File: config.mk
export PLATFORM = sky130hd
export DESIGN_NAME = mem_addr_gen
export DESIGN_NICKNAME = d
export VERILOG_FILES = /design/src/rtl/mem_addr_gen.sv
export SDC_FILE = /design/constraint.sdc
export NUM_CORES = 1
export LEC_CHECK = 0
export BUFFER_PORTS_ARGS = -buffer_cell sky130_fd_sc_hd__buf_2
export CAP_MARGIN = 10
export CORE_UTILIZATION = 25
export DETAILED_ROUTE_END_ITERATION = 10
export MAX_ROUTING_LAYER = met4
export PLACE_DENSITY = 0.48
export SYNTH_ARGS = -nofsm -noshare
export SYNTH_HDL_FRONTEND = slang
export SYNTH_SLANG_ARGS = --single-unit
export TNS_END_PERCENT = 20
File: constraint.sdc
create_clock -name clk -period 8.35 [get_ports clk]
set_clock_uncertainty 0.1 [all_clocks]
set_input_delay 2.0875 -clock clk [delete_from_list [all_inputs] [get_ports clk]]
set_output_delay 2.0875 -clock clk [all_outputs]
set_load 0.02 [all_outputs]
File: src/rtl/mem_addr_gen.sv
`default_nettype none
// ============================================================================
// Module   : mem_addr_gen
// Brief    : Filter, input-window and result pointers driving the data- and
//            result-memory addresses for the accelerator controller.
// Revision : 1.0 - initial release
// ============================================================================
module mem_addr_gen #(
  parameter int ADDR_W     = 16,
  parameter int FILT_BASE  = 0,
  parameter int FILT_WORDS = 16,
  parameter int IFMAP_BASE = 64,
  parameter int IFMAP_LEN  = 64,
  parameter int WIN        = 4,
  parameter int STRIDE     = 1,
  parameter int RES_BASE   = 0,
  parameter int RES_DEPTH  = 61
) (
  input  logic              clk,
  input  logic              rst,
  input  logic              startIn,
  input  logic              yEnIn,
  input  logic              xEnIn,
  input  logic              zEnIn,
  input  logic              dataMemAddrSelIn,
  output logic [ADDR_W-1:0] dataMemAddrOut,
  output logic [ADDR_W-1:0] resMemAddrOut,
  output logic              winEndOut,
  output logic              filtDoneOut,
  output logic              ifmapDoneOut,
  output logic              resFullOut,
  output logic              activeOut
);

  localparam logic [ADDR_W-1:0] c_filt_base  = ADDR_W'(FILT_BASE);
  localparam logic [ADDR_W-1:0] c_filt_last  = ADDR_W'(FILT_WORDS - 1);
  localparam logic [ADDR_W-1:0] c_ifmap_base = ADDR_W'(IFMAP_BASE);
  localparam logic [ADDR_W-1:0] c_ifmap_len  = ADDR_W'(IFMAP_LEN);
  localparam logic [ADDR_W-1:0] c_win        = ADDR_W'(WIN);
  localparam logic [ADDR_W-1:0] c_win_last   = ADDR_W'(WIN - 1);
  localparam logic [ADDR_W-1:0] c_stride     = ADDR_W'(STRIDE);
  localparam logic [ADDR_W-1:0] c_res_base   = ADDR_W'(RES_BASE);
  localparam logic [ADDR_W-1:0] c_res_last   = ADDR_W'(RES_DEPTH - 1);

  typedef enum logic [1:0] {
    S_IDLE   = 2'd0,
    S_ACTIVE = 2'd1,
    S_DONE   = 2'd2
  } state_t;

  state_t            r_state;
  state_t            w_state_nxt;

  logic [ADDR_W-1:0] r_y;
  logic [ADDR_W-1:0] r_wb;
  logic [ADDR_W-1:0] r_off;
  logic [ADDR_W-1:0] r_z;
  logic              r_filt_done;
  logic              r_ifmap_done;
  logic              r_res_full;

  logic              w_run;
  logic              w_y_adv;
  logic              w_x_adv;
  logic              w_z_adv;
  logic [ADDR_W-1:0] w_wb_nxt;
  logic [ADDR_W:0]   w_wb_end;
  logic              w_wb_over;

  // State register
  always_ff @(posedge clk) begin
    if (rst) begin
      r_state <= S_IDLE;
    end else begin
      r_state <= w_state_nxt;
    end
  end

  always_comb begin
    w_state_nxt = r_state;
    case (r_state)
      S_IDLE: begin
        if (startIn) w_state_nxt = S_ACTIVE;
      end
      S_ACTIVE: begin
        if (startIn) begin
          w_state_nxt = S_ACTIVE;
        end else if (r_filt_done && r_ifmap_done && r_res_full) begin
          w_state_nxt = S_DONE;
        end
      end
      S_DONE: begin
        if (startIn) w_state_nxt = S_ACTIVE;
      end
      default: w_state_nxt = S_IDLE;
    endcase
  end

  // A start in the same cycle drops any enable.
  assign w_run   = (r_state == S_ACTIVE) && !startIn;
  assign w_y_adv = w_run && yEnIn && !r_filt_done;
  assign w_x_adv = w_run && xEnIn && !r_ifmap_done;
  assign w_z_adv = w_run && zEnIn && !r_res_full;

  // One extra bit so the next window's end is compared without wrap.
  assign w_wb_nxt  = r_wb + c_stride;
  assign w_wb_end  = {1'b0, w_wb_nxt} + {1'b0, c_win};
  assign w_wb_over = w_wb_end > {1'b0, c_ifmap_len};

  always_ff @(posedge clk) begin
    if (rst || startIn) begin
      r_y          <= '0;
      r_wb         <= '0;
      r_off        <= '0;
      r_z          <= '0;
      r_filt_done  <= 1'b0;
      r_ifmap_done <= 1'b0;
      r_res_full   <= 1'b0;
    end else begin
      if (w_y_adv) begin
        if (r_y == c_filt_last) begin
          r_filt_done <= 1'b1;
        end else begin
          r_y <= r_y + 1'b1;
        end
      end
      if (w_x_adv) begin
        if (r_off != c_win_last) begin
          r_off <= r_off + 1'b1;
        end else if (w_wb_over) begin
          r_ifmap_done <= 1'b1;
        end else begin
          r_off <= '0;
          r_wb  <= w_wb_nxt;
        end
      end
      if (w_z_adv) begin
        r_z <= r_z + 1'b1;
        if (r_z == c_res_last) r_res_full <= 1'b1;
      end
    end
  end

  assign dataMemAddrOut = dataMemAddrSelIn ? (c_ifmap_base + r_wb + r_off)
                                           : (c_filt_base + r_y);
  assign resMemAddrOut  = c_res_base + r_z;
  assign winEndOut      = (r_off == c_win_last) && !r_ifmap_done;
  assign filtDoneOut    = r_filt_done;
  assign ifmapDoneOut   = r_ifmap_done;
  assign resFullOut     = r_res_full;
  assign activeOut      = (r_state == S_ACTIVE);

endmodule
`default_nettype wire

==> impl_summary.log <==
[metrics] Final Hold Fails: 0
[metrics] Fin Setup TNS: 0 ns
[metrics] share of synthesized cell area in and, or, nand and nor gates: a little over a quarter
[metrics] number of flip-flops and latches in the synthesized netlist: between 60 and 70
[metrics] ys flop type: sky130_fd_sc_hd__dfxtp_1
[metrics] starting density of the core: 25.7%
[metrics] Worst Path Buf+Inv: 1
[metrics] average routed wire per standard cell: roughly 14 um
[metrics] final critical delay including setup and external delays: 5.65 ns
[metrics] Inserted Clock Buffers: 9
[metrics] die height: ~130 um
[metrics] warnings from Yosys: 0
[metrics] critical path's most frequent cell: sky130_fd_sc_hd__ha_1
[metrics] H-tree depth reported by CTS: 3
[metrics] count of non-filler cells in the finished layout: roughly 770
[metrics] Clock Sinks: 69
[metrics] clock latency reported for the late side of the worst-skew pair: between 0.3 and 0.4 ns
[metrics] outcome: complete, no violations
[metrics] peak supply drop: 0.0906 mV
[metrics] Die Width: 133 um
[metrics] global-route wire length before repair: between 15,000 and 20,000 um
[metrics] total routing resource utilization after global routing: a little over an eighth
[metrics] Post-Syn Area: 4270 um^2
[metrics] remaining global-route overflow: 0
[metrics] Post-synth EDFFs: 0
[metrics] Synth Net Count: roughly 550
[metrics] setup repair bufs after CTS: 0
[metrics] slew at the pin closest to its max-slew limit: between 1 and 1.5 ns
[metrics] layout net count: between 500 and 600
[metrics] standard-cell row count: 47
[metrics] clock tree from TritonCTS: built
[metrics] Via-to-Cell Ratio: roughly 4.9
[metrics] stage delay of the slowest cell on the critical path: roughly 0.43 ns
[metrics] Synth area leader: sky130_fd_sc_hd__dfxtp_1
[metrics] number of top-level pins: between 40 and 50
[metrics] post-route clock period utilization: 67.7%
[metrics] Crit Path Max Fanout: 7
[metrics] Final Core Density: just over 30%
[metrics] arithmetic-cell share of the synthesized area counting full adders, half adders and majority gates: between 10% and 20%
[metrics] CP endpoint kind: primary output
[metrics] area growth from synthesis to layout: 17.6%
[metrics] largest delay contributor family on the critical path: compound AO/OA/AOI/OAI gates
[metrics] area of the die: about 18,000 um^2
[metrics] post-synthesis compound-gate area fraction: 13.4%
[metrics] initial detailed-routing violation count: ~170
[metrics] commonest non-fill, non-tap cell in the layout: sky130_fd_sc_hd__dfxtp_1
[metrics] via count of the routed design: 3,784
[metrics] Reg clk slew, reported paths: around 0.06 ns
[metrics] placed insts: approximately 750
[metrics] mux cell area share after synthesis: 4.28%
[metrics] average instance area after synthesis: between 8 and 9 um^2
[metrics] multi-input logic area: ~2800 um^2
[metrics] combinational family with the most area after synthesis: simple AND/OR/NAND/NOR gates
[metrics] pin count of the biggest net entering global routing: 39
[metrics] count of input and output buffers: 43
[metrics] distinct cell type count after synthesis: 59
[metrics] fill cell total of the finished layout: approximately 1,800
[metrics] HPWL after detailed placement: around 8100 um
[metrics] CP Cell Sequence: ha_1 -> ha_1 -> fa_1 -> a21o_1 -> a221oi_1 -> o31ai_1 -> or3_1 -> a31oi_1 -> xnor2_1 -> mux2_2 -> buf_2
[metrics] number of antenna violations at the first check in global routing: 0
[metrics] area share of the largest cell type after synthesis: about a third
[metrics] Core Box Area: approximately 17,000 um^2
[metrics] highest attainable clock frequency: ~0.18 GHz
[metrics] cell type of the slowest stage on the worst timing path: sky130_fd_sc_hd__dfxtp_1
[metrics] antenna-violating nets left: 0
[metrics] startpoint types: flip-flop
[metrics] buffer cell driving the clock tree root: sky130_fd_sc_hd__clkbuf_16
[metrics] CP arrival: ~3.5 ns
[metrics] sequential cell area: between 1000 and 1500 um^2
[metrics] remaining design rule violation count: 0
[metrics] Post-CTS Resized: 0
[metrics] leakage dissipation: a little over 2 nW
[metrics] number of hold buffers added after CTS: 0
[metrics] routability congestion estimate: between 0.7 and 0.8
[metrics] Final Hold Slack: a little under 0.4 ns
[metrics] share of async-settable or async-resettable flops after synthesis: 0%
[metrics] number of slew-limit violations in the final report: 0
[metrics] max-cap check violation count: 0
[metrics] vias in the first global route: 3,599
[metrics] type of the most critical hold path: reg -> reg
[metrics] xor and xnor fraction of the mapped netlist area: about a tenth
[metrics] sequential share of the synthesized area: 32.4%
[metrics] data required time at the worst endpoint: 6.16 ns
[metrics] final design instance area without fill: 5020 um^2
[metrics] power per unit of standard cell area: 155 nW/um^2
[metrics] setup repair after global routing missed its margin: false
[metrics] diode count: 0
[metrics] maximum buffer depth of the clock tree: 2
[metrics] final setup slack of the worst path: between 2 and 3 ns
[metrics] ranking of synthesized cells by area: sky130_fd_sc_hd__dfxtp_1, sky130_fd_sc_hd__ha_1, sky130_fd_sc_hd__nor2_1
[metrics] number of setup violations in the final report: 0
[metrics] Post-Place Cell Area: roughly 4700 um^2
[metrics] relative slew slack: around 22%
[metrics] DRT Pass-1 Iters: 4
[metrics] commonest cells after routing, fill and taps aside: sky130_fd_sc_hd__dfxtp_1, sky130_fd_sc_hd__nor2_1, sky130_fd_sc_hd__buf_2
[metrics] fraction of final layout cells sized beyond drive strength 1: between 15 and 20%
[metrics] worst setup slack before clock tree synthesis: around 3 ns
[metrics] Routed Wire Length: 10,800 um
[metrics] total power of the final layout: around 780 uW
[metrics] cells after synthesis: 503
[metrics] critical path type: reg -> out
[registers in the layout (all words and copies together), names as in the netlist]
register,cells
r_y,16
ifmapDoneOut,1
filtDoneOut,1
r_state,2
resFullOut,1
r_z,16
r_wb,16
r_off,16
[per-layer routing]
| metal | up-vias | track usage, % | share of wire, % |
|---|---|---|---|
| met3 | 13 | 2.07 | 3.0 |
| met5 | - | - | 0 |
| li1 | 1910 | - | - |
| met2 | 79 | 20.5 | 45 |
| met4 | 0 | 5.04 | 2.1 |
| met1 | 1782 | 17.3 | 50 |
[final cells by class]
cell class                 instances  area share [%]
clock inverter                     6            1.87
inverter                          12           0.897
sequential                        69            27.5
clock buffer                      10            4.76
tap                              220            5.48
timing repair buffer              44            4.43
multi-input combinational        404            55.1
[cells by family (layout without fill, tap and decap cells)]
kind of cell,count (synthesis),after routing
AOI/OAI and AO/OA,88,88
buffers and inverters,30,72
and+or+nand+nor,216,216
adders and majority gates,35,35
muxes,17,17
xor gates and xnor gates,48,48
DFF,69,69
[synth_stat cells, types with 2 or more instances]
cell type	instances
sky130_fd_sc_hd__dfxtp_1	69
sky130_fd_sc_hd__nor2_1	66
sky130_fd_sc_hd__a21oi_1	34
sky130_fd_sc_hd__ha_1	34
sky130_fd_sc_hd__nand2_1	33
sky130_fd_sc_hd__xor2_1	25
sky130_fd_sc_hd__xnor2_1	23
sky130_fd_sc_hd__nand3_1	21
sky130_fd_sc_hd__and3_1	19
sky130_fd_sc_hd__o21ai_0	16
sky130_fd_sc_hd__nand4_1	15
sky130_fd_sc_hd__clkbuf_1	14
sky130_fd_sc_hd__inv_1	12
sky130_fd_sc_hd__a31oi_1	10
sky130_fd_sc_hd__mux2_2	10
sky130_fd_sc_hd__or3_1	9
sky130_fd_sc_hd__and4_1	7
sky130_fd_sc_hd__mux2i_1	7
sky130_fd_sc_hd__nor3_1	7
sky130_fd_sc_hd__and2_1	6
sky130_fd_sc_hd__nor4_1	6
sky130_fd_sc_hd__a2111o_1	4
sky130_fd_sc_hd__or2_2	4
sky130_fd_sc_hd__a21o_1	3
sky130_fd_sc_hd__a41oi_1	3
sky130_fd_sc_hd__nor4b_1	3
sky130_fd_sc_hd__a211oi_1	2
sky130_fd_sc_hd__a211oi_2	2
sky130_fd_sc_hd__a221oi_1	2
sky130_fd_sc_hd__a311oi_1	2
sky130_fd_sc_hd__and3b_1	2
sky130_fd_sc_hd__and4_2	2
sky130_fd_sc_hd__buf_2	2
sky130_fd_sc_hd__nor3b_1	2
sky130_fd_sc_hd__nor4_2	2
sky130_fd_sc_hd__o31ai_1	2
[final timing paths]
path | from | to | slack (ns) | cells past startpoint
worst max-delay path | r_wb[1] | dataMemAddrOut[15] | 2.70 | 11
worst min-delay path | r_off[6] | r_off[6] | 0.40 | 2
worst max register to register | r_wb[0] | r_wb[3] | 5.20 | 8
worst min register to register | r_off[6] | r_off[6] | 0.40 | 2
[worst register-to-register path, stage by stage (launching register included)]
cell and delay, ns:
sky130_fd_sc_hd__dfxtp_1 0.46, sky130_fd_sc_hd__ha_1 0.26, sky130_fd_sc_hd__nand3_2 0.16, sky130_fd_sc_hd__nor4_2 0.27
sky130_fd_sc_hd__o2111ai_1 0.17, sky130_fd_sc_hd__a211oi_2 0.32, sky130_fd_sc_hd__nand4_1 0.63, sky130_fd_sc_hd__or3_1 0.58
sky130_fd_sc_hd__a21oi_1 0.14
[report_power, final]
group          switching (mW)  internal [mW]  leakage, nW  total [mW]
Sequential           0.000713          0.330        0.556       0.331
Clock                   0.153          0.272        0.160       0.426
Combinational          0.0172        0.00639         1.36      0.0236
Power figures use the tool's default switching activity.
